==> config.mk <==
export PLATFORM = sky130hd
export DESIGN_NAME = wb_arbiter
export DESIGN_NICKNAME = d
export VERILOG_FILES = /design/src/rtl/wb_arbiter.sv
export SDC_FILE = /design/constraint.sdc
export NUM_CORES = 1
export LEC_CHECK = 0
export BUFFER_PORTS_ARGS = -buffer_cell sky130_fd_sc_hd__buf_2
export CAP_MARGIN = 5
export CORE_UTILIZATION = 35
export DETAILED_ROUTE_END_ITERATION = 8
export PLACE_DENSITY = 0.52
export SLEW_MARGIN = 20
export SYNTH_ARGS = -nofsm -noshare
export SYNTH_HDL_FRONTEND = slang
export SYNTH_SLANG_ARGS = --single-unit
==> constraint.sdc <==
create_clock -name CLK -period 3.72 [get_ports CLK]
set_input_delay 0.744 -clock CLK [delete_from_list [all_inputs] [get_ports CLK]]
set_output_delay 0.744 -clock CLK [all_outputs]
set_load 0.02 [all_outputs]
==> src/rtl/wb_arbiter.sv <==
// wb_arbiter: shares the single scalar register-file write port between the ALU and
// the scalar load/store unit. Each source pushes (reg, value) results into its own
// DEPTH-entry FIFO; a per-cycle arbiter pops one head into a registered writeback bundle.
//
// Ports:
//   CLK, nRST                  clock, asynchronous active-low reset
//   flush                      synchronous drop of all buffered results (highest priority)
//   alu_wb_valid/reg/data      ALU result push; alu_wb_ready = ALU FIFO not full
//   ld_wb_valid/reg/data       load result push; ld_wb_ready = load FIFO not full
//   wb_valid/reg/data          registered register-file write bundle
//   wb_src                     0 = ALU, 1 = load (debug/scoreboard)
//
// Build option: define WB_AGE_FAIR_EN to add an ALU starvation counter; when the ALU head
// has lost STARVE_LIMIT consecutive cycles it wins the next one. Without the macro the
// load source always has fixed priority.
module wb_arbiter #(
  parameter int unsigned DATA_W       = 32,
  parameter int unsigned REG_W        = 5,
  parameter int unsigned DEPTH        = 2,
  parameter int unsigned STARVE_LIMIT = 4
) (
  input  logic              CLK,
  input  logic              nRST,
  input  logic              flush,
  input  logic              alu_wb_valid,
  input  logic [REG_W-1:0]  alu_wb_reg,
  input  logic [DATA_W-1:0] alu_wb_data,
  output logic              alu_wb_ready,
  input  logic              ld_wb_valid,
  input  logic [REG_W-1:0]  ld_wb_reg,
  input  logic [DATA_W-1:0] ld_wb_data,
  output logic              ld_wb_ready,
  output logic              wb_valid,
  output logic [REG_W-1:0]  wb_reg,
  output logic [DATA_W-1:0] wb_data,
  output logic              wb_src
);

  localparam int unsigned PtrW = $clog2(DEPTH);
  localparam int unsigned CntW = $clog2(DEPTH + 1);
  localparam bit SrcAlu = 1'b0;
  localparam bit SrcLd  = 1'b1;

  if (DEPTH < 2 || (DEPTH & (DEPTH - 1)) != 0) begin : g_bad_depth
    $error("wb_arbiter: DEPTH must be a power of two >= 2");
  end
  if (STARVE_LIMIT == 0) begin : g_bad_starve
    $error("wb_arbiter: STARVE_LIMIT must be >= 1");
  end

  typedef struct packed {
    logic [REG_W-1:0]  rd;
    logic [DATA_W-1:0] data;
  } entry_t;

  // Per-source state, indexed by SrcAlu / SrcLd.
  logic [1:0]      in_valid;
  entry_t          in_entry [2];
  logic [1:0]      head;
  logic [1:0]      ready;
  logic [1:0]      push;
  logic [1:0]      grant;
  logic [1:0]      pop;
  entry_t          mem_q    [2][DEPTH];
  logic [PtrW-1:0] wptr_q   [2];
  logic [PtrW-1:0] rptr_q   [2];
  logic [CntW-1:0] cnt_q    [2];

  logic              wb_valid_q;
  logic [REG_W-1:0]  wb_reg_q;
  logic [DATA_W-1:0] wb_data_q;
  logic              wb_src_q;

  assign in_valid        = {ld_wb_valid, alu_wb_valid};
  assign in_entry[SrcAlu] = {alu_wb_reg, alu_wb_data};
  assign in_entry[SrcLd]  = {ld_wb_reg, ld_wb_data};

  // Ready depends only on occupancy (gated low while in reset). Register-0 entries and
  // entries offered during flush complete the handshake but are never stored.
  always_comb begin
    head  = '0;
    ready = '0;
    push  = '0;
    pop   = '0;
    for (int s = 0; s < 2; s++) begin
      head[s]  = (cnt_q[s] != '0);
      ready[s] = (cnt_q[s] != CntW'(DEPTH)) & nRST;
      push[s]  = in_valid[s] & ready[s] & (in_entry[s].rd != '0) & ~flush;
      pop[s]   = grant[s] & ~flush;
    end
  end

  assign alu_wb_ready = ready[SrcAlu];
  assign ld_wb_ready  = ready[SrcLd];

`ifdef WB_AGE_FAIR_EN
  localparam int unsigned StarveW = $clog2(STARVE_LIMIT + 1);

  logic [StarveW-1:0] starve_q, starve_d;
  logic               alu_force;

  assign alu_force = head[SrcAlu] && (starve_q == StarveW'(STARVE_LIMIT));

  always_comb begin
    grant    = '0;
    starve_d = starve_q;
    if (head[SrcAlu] && (alu_force || !head[SrcLd])) begin
      grant[SrcAlu] = 1'b1;
    end else if (head[SrcLd]) begin
      grant[SrcLd] = 1'b1;
    end
    // Counts consecutive losses of a present ALU head; clears on win, empty or flush.
    if (flush || !head[SrcAlu] || grant[SrcAlu]) begin
      starve_d = '0;
    end else begin
      starve_d = starve_q + StarveW'(1);
    end
  end

  always_ff @(posedge CLK or negedge nRST) begin
    if (!nRST) begin
      starve_q <= '0;
    end else begin
      starve_q <= starve_d;
    end
  end
`else
  // Load data cannot be re-fetched cheaply, so load always wins a tie.
  always_comb begin
    grant = '0;
    if (head[SrcLd]) begin
      grant[SrcLd] = 1'b1;
    end else if (head[SrcAlu]) begin
      grant[SrcAlu] = 1'b1;
    end
  end
`endif

  // FIFO pointers and occupancy.
  always_ff @(posedge CLK or negedge nRST) begin
    if (!nRST) begin
      for (int s = 0; s < 2; s++) begin
        wptr_q[s] <= '0;
        rptr_q[s] <= '0;
        cnt_q[s]  <= '0;
      end
    end else if (flush) begin
      for (int s = 0; s < 2; s++) begin
        wptr_q[s] <= '0;
        rptr_q[s] <= '0;
        cnt_q[s]  <= '0;
      end
    end else begin
      for (int s = 0; s < 2; s++) begin
        if (push[s]) wptr_q[s] <= wptr_q[s] + PtrW'(1);
        if (pop[s])  rptr_q[s] <= rptr_q[s] + PtrW'(1);
        cnt_q[s] <= cnt_q[s] + CntW'(push[s]) - CntW'(pop[s]);
      end
    end
  end

  // Storage needs no reset: occupancy alone says which slots are live.
  always_ff @(posedge CLK) begin
    for (int s = 0; s < 2; s++) begin
      if (push[s]) mem_q[s][wptr_q[s]] <= in_entry[s];
    end
  end

  // Registered writeback bundle; reg/data/src hold when nothing is written.
  always_ff @(posedge CLK or negedge nRST) begin
    if (!nRST) begin
      wb_valid_q <= 1'b0;
      wb_reg_q   <= '0;
      wb_data_q  <= '0;
      wb_src_q   <= 1'b0;
    end else begin
      wb_valid_q <= |pop;
      if (|pop) begin
        wb_src_q <= pop[SrcLd];
        if (pop[SrcLd]) begin
          {wb_reg_q, wb_data_q} <= mem_q[SrcLd][rptr_q[SrcLd]];
        end else begin
          {wb_reg_q, wb_data_q} <= mem_q[SrcAlu][rptr_q[SrcAlu]];
        end
      end
    end
  end

  assign wb_valid = wb_valid_q;
  assign wb_reg   = wb_reg_q;
  assign wb_data  = wb_data_q;
  assign wb_src   = wb_src_q;

endmodule

==> metrics.txt, run 1 <==
Leak=0.00348 µW; Die H=149 µm; Avg WL per Cell=17.3 µm; n_diodes=0; fin area=9110 µm²; vias in the first global route=4316; Nets=699; Worst Max-Slew Pin Slew=0.980 ns; Final Hold Viols=0; CTS Hold Bufs=0; most frequent cells in the layout=edfxtp_1 (148), buf_2 (119), nor2_1 (50); CTS tree=yes; final core utilization=43.2%; Critical Path Fanout Max=48; via count=4172; Iteration-0 DRC Markers=136; library cells used by synthesis=25; Fin Hold WS=0.475 ns; GR Util All Layers=15.2%; Post-DP HPWL=10600 µm; H-Tree Depth=4; Min-Delay Path Class=flop to flop; Max Root-Sink Buffers=2; Final min period=2.90 ns; r2r setup slk=1.41 ns; Syn Area/Cell=15.4 µm²; Setup-failing EPs final=0; RSZ-0062 raised after global routing=false; largest net degree at the start of global routing=49; worst min-delay path startpoint=wb_data[12]; Ports=120; f_max=0.345 GHz; Mapped Cells=491; worst reg2reg path endpoint=mem_q[0][118]; initial antenna violation count=0; hold endpoint=wb_data[12]; share of layout cells above drive strength 1=33.7%; CTS Buf Count=17; DRT antenna net count=0; die area=22200 µm²; postcts setup bufs=0; die width=149 µm; final total power=6620 µW; Critical Path Sink Type=primary output; Crit path required time=2.98 ns; initial core utilization=35.8%; grt ovf=0; syn nets=574; pins over their slew limit=0; CTS sink count=195; fill cell count=1976; final wirelength=15700 µm; worst setup margin=0.824 ns; clock tree root driver cell=clkbuf_16; row count=53; clk_lat worst skew=0.43 ns; first-pass GRT wire length=24600 µm; pwr dens=726 nW/µm²; Post-Place Cell Area=8510 µm²; critical path class=primary input to primary output; Setup WS pre-CTS=0.645 ns; most common library cell in the layout ignoring fill and taps=edfxtp_1; port bufs=119; Worst R2R Path Depth=5; clock transition at the registers of the reported paths=0.07 ns; Post-CTS Resized=0; Max-Cap Viols=0; max_slew headroom=34.7%; post-route clock skew=0.0123 ns; DR pass1 iterations=6; Core Region=21100 µm²; Worst Path Arrival=2.15 ns; R2R Path Start=cnt_q[0]; Seq/Total Area, Yosys=74.4%; Ys Warns=0; Avg Vias per Cell=4.62; Remaining DRCs=0; outcome=finished clean; register bit total from synthesis=195; synthesis-to-layout area growth=20.7%; Final GP Congestion=0.687; hold path cells=2; mapped cell area=7550 µm²; Tcrit/Tclk final=77.8%; max FFs per register=148; Max IR drop VDD=0.306 mV; Critical Path Source Type=primary input
[how the worst max path moves through the flow]
stage | from | to | slack [ns] | cells past startpoint
floorplan | nRST | mem_q[0][0] | -0.99 | 3
global placement | nRST | mem_q[0][121] | 0.71 | 5
detailed placement | nRST | mem_q[0][118] | 0.64 | 5
CTS | nRST | alu_wb_ready | 0.80 | 4
global route | nRST | alu_wb_ready | 0.72 | 4
finish | nRST | alu_wb_ready | 0.82 | 4
[kinds of logic after synthesis]
group           count (synthesis)  share of synthesized area, %
fa+ha+maj                       4                         0.663
flops                         195                          74.4
compound gates                 81                          5.93
xor+xnor                        6                         0.696
simple gates                   97                          5.28
mux                            76                          10.8
buf+inv                        32                          2.19
[through the flow]
step / setup TNS (ns) / instances
floorplan: -128.94 / 491
global placement: 0 / 871
detailed placement: 0 / 872
CTS: 0 / 904
global route: 0 / 904
finish: 0 / 904
[metal layers]
metal	share of wire [%]	up-vias	GRT usage (%)
li1	-	2038	-
met1	44	2043	19.1
met2	52	77	25.5
met3	3.4	14	3.49
met4	1.3	0	5.36
met5	0	-	0
[critical path: stages]
cell      delay (ns)
buf_2           0.11
buf_4           0.56
a21boi_1        0.44
buf_2           0.26
[final cells by class]
type,count,area (µm²),area share (%)
Clock buffer,19,433,4.75
Clock inverter,13,160,1.76
Inverter,6,22.5,0.247
Multi-Input combinational cell,264,1810,19.8
Sequential cell,195,5620,61.7
Tap cell,275,344,3.78
Timing Repair Buffer,132,726,7.96
[power breakdown]
part | internal, µW | total [µW] | switching [µW]
clock network | 1060 | 1840 | 785
logic | 757 | 1820 | 1070
registers | 2660 | 2950 | 290
total | 4480 | 6620 | 2140
[cells in the mapped netlist, drive strengths merged]
library cell | n | area share [%]
o21bai | 1 | 0.099
a21boi | 2 | 0.20
mux2 | 39 | 5.9
xor2 | 4 | 0.46
nor3b | 2 | 0.20
or4 | 2 | 0.30
edfxtp | 148 | 59
ha | 4 | 0.66
a21o | 1 | 0.099
nor2 | 50 | 2.5
nor3 | 2 | 0.13
o21ai | 38 | 2.5
inv | 6 | 0.30
nand2 | 37 | 1.8
mux2i | 37 | 4.9
dfrtp | 47 | 16
xnor2 | 2 | 0.23
buf | 20 | 1.6
a21oi | 37 | 2.5
clkbuf | 6 | 0.30
nor2b | 4 | 0.33
o211ai | 2 | 0.56
Power figures use the tool's default switching activity.
==> inputs of run 2 (changes only) <==
Settings changed: ABC_AREA set to 1, PLACE_DENSITY 0.52 to 0.49.
Clock period 3.72 ns to 3 ns, I/O delays scaled along.
==> run 2 against run 1 <==
  * The flow now finishes with violations (DRC)
  * Global-route usage up 2.0 points
  * Sequential cell count unchanged
  * Sequential power up 19%
  * Critical path type unchanged
  * Largest power group unchanged
  * Highest routed layer is now met5
==> metrics.txt, run 2 <==
top-count cell post-synth=nand2_1; most frequent cells in the layout=nand2_1 (424), edfxtp_1 (148), buf_2 (119); share of layout cells above drive strength 1=20.4% (-13 points); Post-CTS Resized=0 (unchanged); Top delay family on crit path=buffers and inverters; final wirelength=18700 µm (+19%); critical path class=primary input to primary output; Crit path required time=2.40 ns (-0.58 ns); RSZ-0062 raised after global routing=false; CTS tree=yes; Final Hold Viols=0 (unchanged); CTS sink count=195 (unchanged); Seq/Total Area, Yosys=70.9% (-3.5 points); Ports=120 (unchanged); Buf+Inv Stages, Crit Path=4 (+1); Avg WL per Cell=16.0 µm (-7.8%); failing checks=DRC; hold path cells=1 (-1); synthesis-to-layout area growth=18.9%; Critical Path Source Type=primary input; leading cell types by count after synthesis=nand2_1 (424), edfxtp_1 (148), dfrtp_1 (47); Syn Area/Cell=10.5 µm² (-32%); worst setup margin=0.683 ns (-0.142 ns); Post-DP HPWL=12200 µm (+15%); fill cell count=2147 (+8.7%); P_sw=3090 µW (+44%); Nets=959 (+37%); Iteration-0 DRC Markers=323 (+140%); Remaining DRCs=16 (+16); H-Tree Depth=4 (unchanged); pins over their slew limit=0 (unchanged); Avg Vias per Cell=4.52 (-2.1%); Worst Path Arrival=1.72 ns (-0.43 ns); postcts setup bufs=0 (unchanged); clock tree root driver cell=clkbuf_16; Max IR drop VDD=0.396 mV (+29%); Die H=152 µm (+2.4%); Worst R2R Path Depth=9 (+4); outcome=finished, violations left; syn nets=836 (+46%); row count=54 (+1.9%); setup tns final=0 ns (unchanged); most common library cell in the layout ignoring fill and taps=nand2_1; initial core utilization=36.0% (+0.17 points); cell chain of the critical path=dlygate4sd3_1 > buf_2 > nand2_1 > inv_1 > buf_2; r2r setup slk=1.19 ns (-0.22 ns); max_slew headroom=47.8% (+13 points); library cells used by synthesis=19 (-24%); R2R Path Start=cnt_q[1]; post-synth top area cell=edfxtp_1; Critical Path Sink Type=primary output; Max-Cap Viols=0 (unchanged); via count=5291 (+27%); Tcrit/Tclk final=77.2%; Worst Max-Slew Pin Slew=0.784 ns (-0.196 ns); pwr dens=901 nW/µm² (+24%); most frequent CP cell=buf_2; max FFs per register=148 (unchanged); post-route clock skew=0.00833 ns (-0.00394 ns); CTS Buf Count=17 (unchanged); post-synth top area share=56.1% (-2.8 points); Synth area leaders=edfxtp_1 (56%), nand2_1 (20%), dfrtp_1 (15%), nand3_1 (2.6%), buf_2 (0.88%); Max Root-Sink Buffers=2 (unchanged); DR pass1 iterations=6 (unchanged); f_max=0.432 GHz; Worst path max stage delay=0.52 ns (-0.04 ns); Setup-failing EPs final=0 (unchanged); switching part of the total=36.4% (+4.0 points); Min-Delay Path Class=primary input to flop; clk_lat worst skew=0.43 ns (about the same); Clock power frac=26.9% (-0.9 points); Setup WS pre-CTS=0.887 ns (+0.242 ns); Ys Warns=0 (unchanged); number of synthesized flops with an enable pin=148 (unchanged); register bit total from synthesis=195 (unchanged); Final min period=2.32 ns; mapped cell area=7930 µm² (+4.9%); Logic pwr share=31.8% (+4.3 points); asr flop ratio synth=24.1% (unchanged); die width=152 µm (+2.4%); first-pass GRT wire length=29500 µm (+20%); Core Region=22000 µm² (+4.4%); vias in the first global route=5234 (+21%); Post-synth top flop=edfxtp_1; port bufs=119 (unchanged); Internal=5400 µW (+21%); DRT antenna net count=0 (unchanged); largest net degree at the start of global routing=44 (-10%); Final GP Congestion=0.742 (+7.9%); worst reg2reg path endpoint=cnt_q[2]; worst min-delay path startpoint=ld_wb_data[11]; grt ovf=0 (unchanged); initial antenna violation count=3 (+3); clock transition at the registers of the reported paths=0.07 ns (about the same); GR Util All Layers=17.1% (+2.0 points); die area=23200 µm² (+4.9%); hold endpoint=mem_q[0][85]; Critical Path Fanout Max=7 (-85%); Leak=0.00433 µW (+24%); Seq pwr share=41.3% (-3.3 points); Mapped Cells=753 (+53%); CP max-delay cell=dlygate4sd3_1
-- run 2: cell types whose count changed in the layout (fill, tap and decap cells not counted), sizes merged, moves of 4 or more --
cell and change:
inv +18, nor2b -4, mux2 -39, nand3 +42
buf +6, nand2 +388, nor2 -32, mux2i -37
o21ai -35, a21oi -35
-- run 2: power by group through the flow --
stage | combinational (µW) | sequential (µW) | clock [µW]
2_1_floorplan | 1640 | 3810 | 0
3_3_place_gp | 2730 | 3580 | 0
3_5_place_dp | 2750 | 3570 | 0
4_1_cts | 2760 | 3520 | 2330
5_1_grt | 3080 | 3550 | 2440
6_report | 2700 | 3510 | 2290
-- run 2: metrics by stage --
step	power, µW	instances	hold slack (ns)	util, %	cell area (µm²)
floorplan	5450	753	0.304	-	7930
global placement	6310	1136	0.464	40.1	8830
detailed placement	6320	1136	0.461	40.1	8830
CTS	8610	1169	0.331	42.8	9420
global route	9070	1169	0.330	42.8	9420
finish	8490	1171	0.352	42.8	9430
-- run 2: what timing repair did --
action	4_1_cts	5_1_grt
setup endpoints to repair	0	0
hold buffers	1	0
hold endpoints to repair	4	0
-- run 2: layout make-up --
type / count / area (µm²) / share of cell area, %
Clock inverter: 12 / 129 / 1.37
Sequential cell: 195 / 5620 / 59.6
Tap cell: 280 / 350 / 3.72
Inverter: 25 / 93.8 / 0.995
Clock buffer: 20 / 457 / 4.84
Multi-Input combinational cell: 498 / 2010 / 21.3
Antenna cell: 2 / 5.00 / 0.0531
Timing Repair Buffer: 139 / 761 / 8.07
-- run 2: per-layer routing --
metal,up-vias,GRT usage [%],share of wire (%)
met3,18,4.61,4.8
met1,2474,21.6,45
met5,-,0,0.069
met2,114,29.4,50
li1,2683,-,-
met4,2,3.94,0.94
-- run 2: cells by family after synthesis --
| family | synth area share [%] |
|---|---|
| buf+inv | 3.96 |
| xor+xnor | 0.221 |
| simple gates | 24.0 |
| flops | 70.9 |
| compound gates | 0.316 |
| fa+ha+maj | 0.632 |
-- run 2: how the worst max path moves through the flow --
| stage | start | slack [ns] | cells after the start | end |
|---|---|---|---|---|
| after floorplan | nRST | 0.10 | 4 | mem_q[0][100] |
| after global placement | flush | 0.91 | 10 | cnt_q[2] |
| after detailed placement | flush | 0.89 | 10 | cnt_q[2] |
| after CTS | nRST | 0.66 | 5 | ld_wb_ready |
| after global routing | nRST | 0.61 | 5 | ld_wb_ready |
| final | nRST | 0.68 | 5 | alu_wb_ready |
==> inputs of run 3 (changes only) <==
Settings changed: ABC_AREA 1 to 0, PLACE_DENSITY 0.49 to 0.52.
Clock period 3 ns to 1.9 ns, I/O delays scaled along.
==> run 3 against run 2 <==
  * The flow now finishes without violations
  * Clock-buffer cell count is 3 lower
  * Utilization is 1.7 points higher
  * Via count is 20% lower
  * Sequential power is 58% higher
  * Combinational power is 51% higher
  * First-iteration DRC count is 32% lower
  * Hold slack worse by 0.22 ns
  * Die area is 4.6% lower
  * Global-route usage is 1.8 points lower
  * Critical path depth is 1 higher
  * Total power is 55% higher
  * Clock power is 52% higher
==> metrics.txt, run 3 (synthesis gave the netlist of run 1 again) <==
outcome=finished clean; Remaining DRCs=0 (-16); H-Tree Depth=4 (unchanged); Critical Path Source Type=flop; Worst Setup SP=cnt_q[2]; Nets=715 (-25%); Leak=0.00361 µW (-17%); RSZ-0062 raised after global routing=false; pwr dens=1400 nW/µm² (+55%); CTS Hold Bufs=0 (-1); Crit path required time=2.04 ns (-0.36 ns); Worst Path Arrival=1.94 ns (+0.22 ns); Post-DP HPWL=10800 µm (-12%); Final Hold Viols=0 (unchanged); Max Root-Sink Buffers=2 (unchanged); max_slew headroom=50.3% (+2.5 points); cell chain of the critical path=inv_2 > a21boi_4 > o211ai_4 > buf_4 > nor3b_4 > buf_12; max FFs per register=148 (unchanged); DR pass1 iterations=4 (-2); Min-Delay Path Class=primary input to flop; most common library cell in the layout ignoring fill and taps=edfxtp_1; largest net degree at the start of global routing=75 (+70%); GR Layer Usage met3=3.67% (-0.94 points); CTS sink count=195 (unchanged); most frequent cells in the layout=edfxtp_1 (148), buf_2 (119), nor2_1 (49); fin area=9380 µm² (-0.48%); DRT antenna net count=0 (unchanged); Ports=120 (unchanged); Critical Path Sink Type=flop; Tcrit/Tclk final=95.2%; CTS Buf Count=17 (unchanged); row count=53 (-1.9%); vias in the first global route=4529 (-13%); Final min period=1.81 ns; initial core utilization=35.8% (-0.17 points); port bufs=119 (unchanged); Avg Vias per Cell=4.61 (+2.0%); die area=22200 µm² (-4.6%); initial antenna violation count=1 (-2); Fin Hold WS=0.134 ns (-0.219 ns); pins over their slew limit=0 (unchanged); die width=149 µm (-2.3%); final wirelength=16100 µm (-14%); via count=4243 (-20%); critical path class=flop to flop; worst min-delay path startpoint=ld_wb_data[17]; multi-input logic area=1850 µm² (-8.0%); GRT met2 Usage=25.7% (-3.7 points); f_max=0.553 GHz; CTS tree=yes; Final GP Congestion=0.792 (+6.8%); M1 GR Usage=19.5% (-2.1 points); final core utilization=44.5% (+1.7 points); Worst path max stage delay=0.39 ns (-0.13 ns); Avg WL per Cell=17.4 µm (+9.1%); fill cell count=1949 (-9.2%); CP max-delay cell=dfrtp_1; GR Util All Layers=15.3% (-1.8 points); first-pass GRT wire length=24800 µm (-16%); post-route clock skew=0.00861 ns (+0.000279 ns); Top delay family on crit path=buffers and inverters; clk_lat worst skew=0.43 ns (about the same); Max IR drop VDD=0.543 mV (+37%); grt ovf=0 (unchanged); Reg area=5620 µm² (about the same); clock tree root driver cell=clkbuf_16; Iteration-0 DRC Markers=219 (-32%); setup tns final=0 ns (unchanged); R2R Path Start=cnt_q[2]; share of layout cells above drive strength 1=36.6% (+16 points); Worst Max-Slew Pin Slew=0.746 ns (-0.0381 ns); grt peak-use layer=met2; Die H=149 µm (-2.3%); Max-Cap Viols=0 (unchanged); Core Region=21100 µm² (-4.3%); Critical Path Fanout Max=16 (+9); Post-Place Cell Area=8780 µm² (-0.52%); synthesis-to-layout area growth=24.2%; clock transition at the registers of the reported paths=0.07 ns (about the same); Setup-failing EPs final=0 (unchanged); Buf+Inv Stages, Crit Path=3 (-1)
run 3: area by class of cell:
cell class                 instances  share of cell area [%]
antenna                            1                  0.0267
multi-input combinational        264                    19.7
clock buffer                      17                    4.53
inverter                           6                   0.240
tap                              275                    3.67
sequential                       195                    59.9
timing repair buffer             148                    10.1
clock inverter                    15                    1.75
run 3: what timing repair did:
item	in CTS	in global routing
gates resized for setup	0	2
setup endpoints to repair	0	1
buffers inserted	0	1
run 3: final timing paths:
kind / depth (start not counted) / end / slack, ns
max: 6 / mem_q[0][4] / 0.09
max in group asynchronous: 3 / rptr_q[0] / 1.12
min in group asynchronous: 3 / wb_data[25] / 0.26
max reg2reg: 6 / mem_q[0][4] / 0.09
min: 1 / mem_q[0][128] / 0.13
min reg2reg: 2 / wb_data[13] / 0.48
run 3: metal layers:
layer | share of wire [%] | routed length, µm
met1 | 45 | 7240
met2 | 50 | 8060
met3 | 3.5 | 558
met4 | 1.3 | 204
met5 | 0 | 0
run 3: stage by stage:
| stage | power, µW | setup WS [ns] | std cells |
|---|---|---|---|
| finish | 13100 | 0.0905 | 921 |
| global route | 13900 | 0.0229 | 920 |
| CTS | 13300 | 0.0399 | 919 |
| detailed placement | 9800 | -0.0793 | 887 |
| global placement | 9700 | -0.0722 | 887 |
| floorplan | 8360 | -0.362 | 491 |
run 3: power by group:
part	internal, µW	switching, µW
Clock	1760	1730
Sequential	5210	318
Combinational	1670	2420
Total	8650	4470
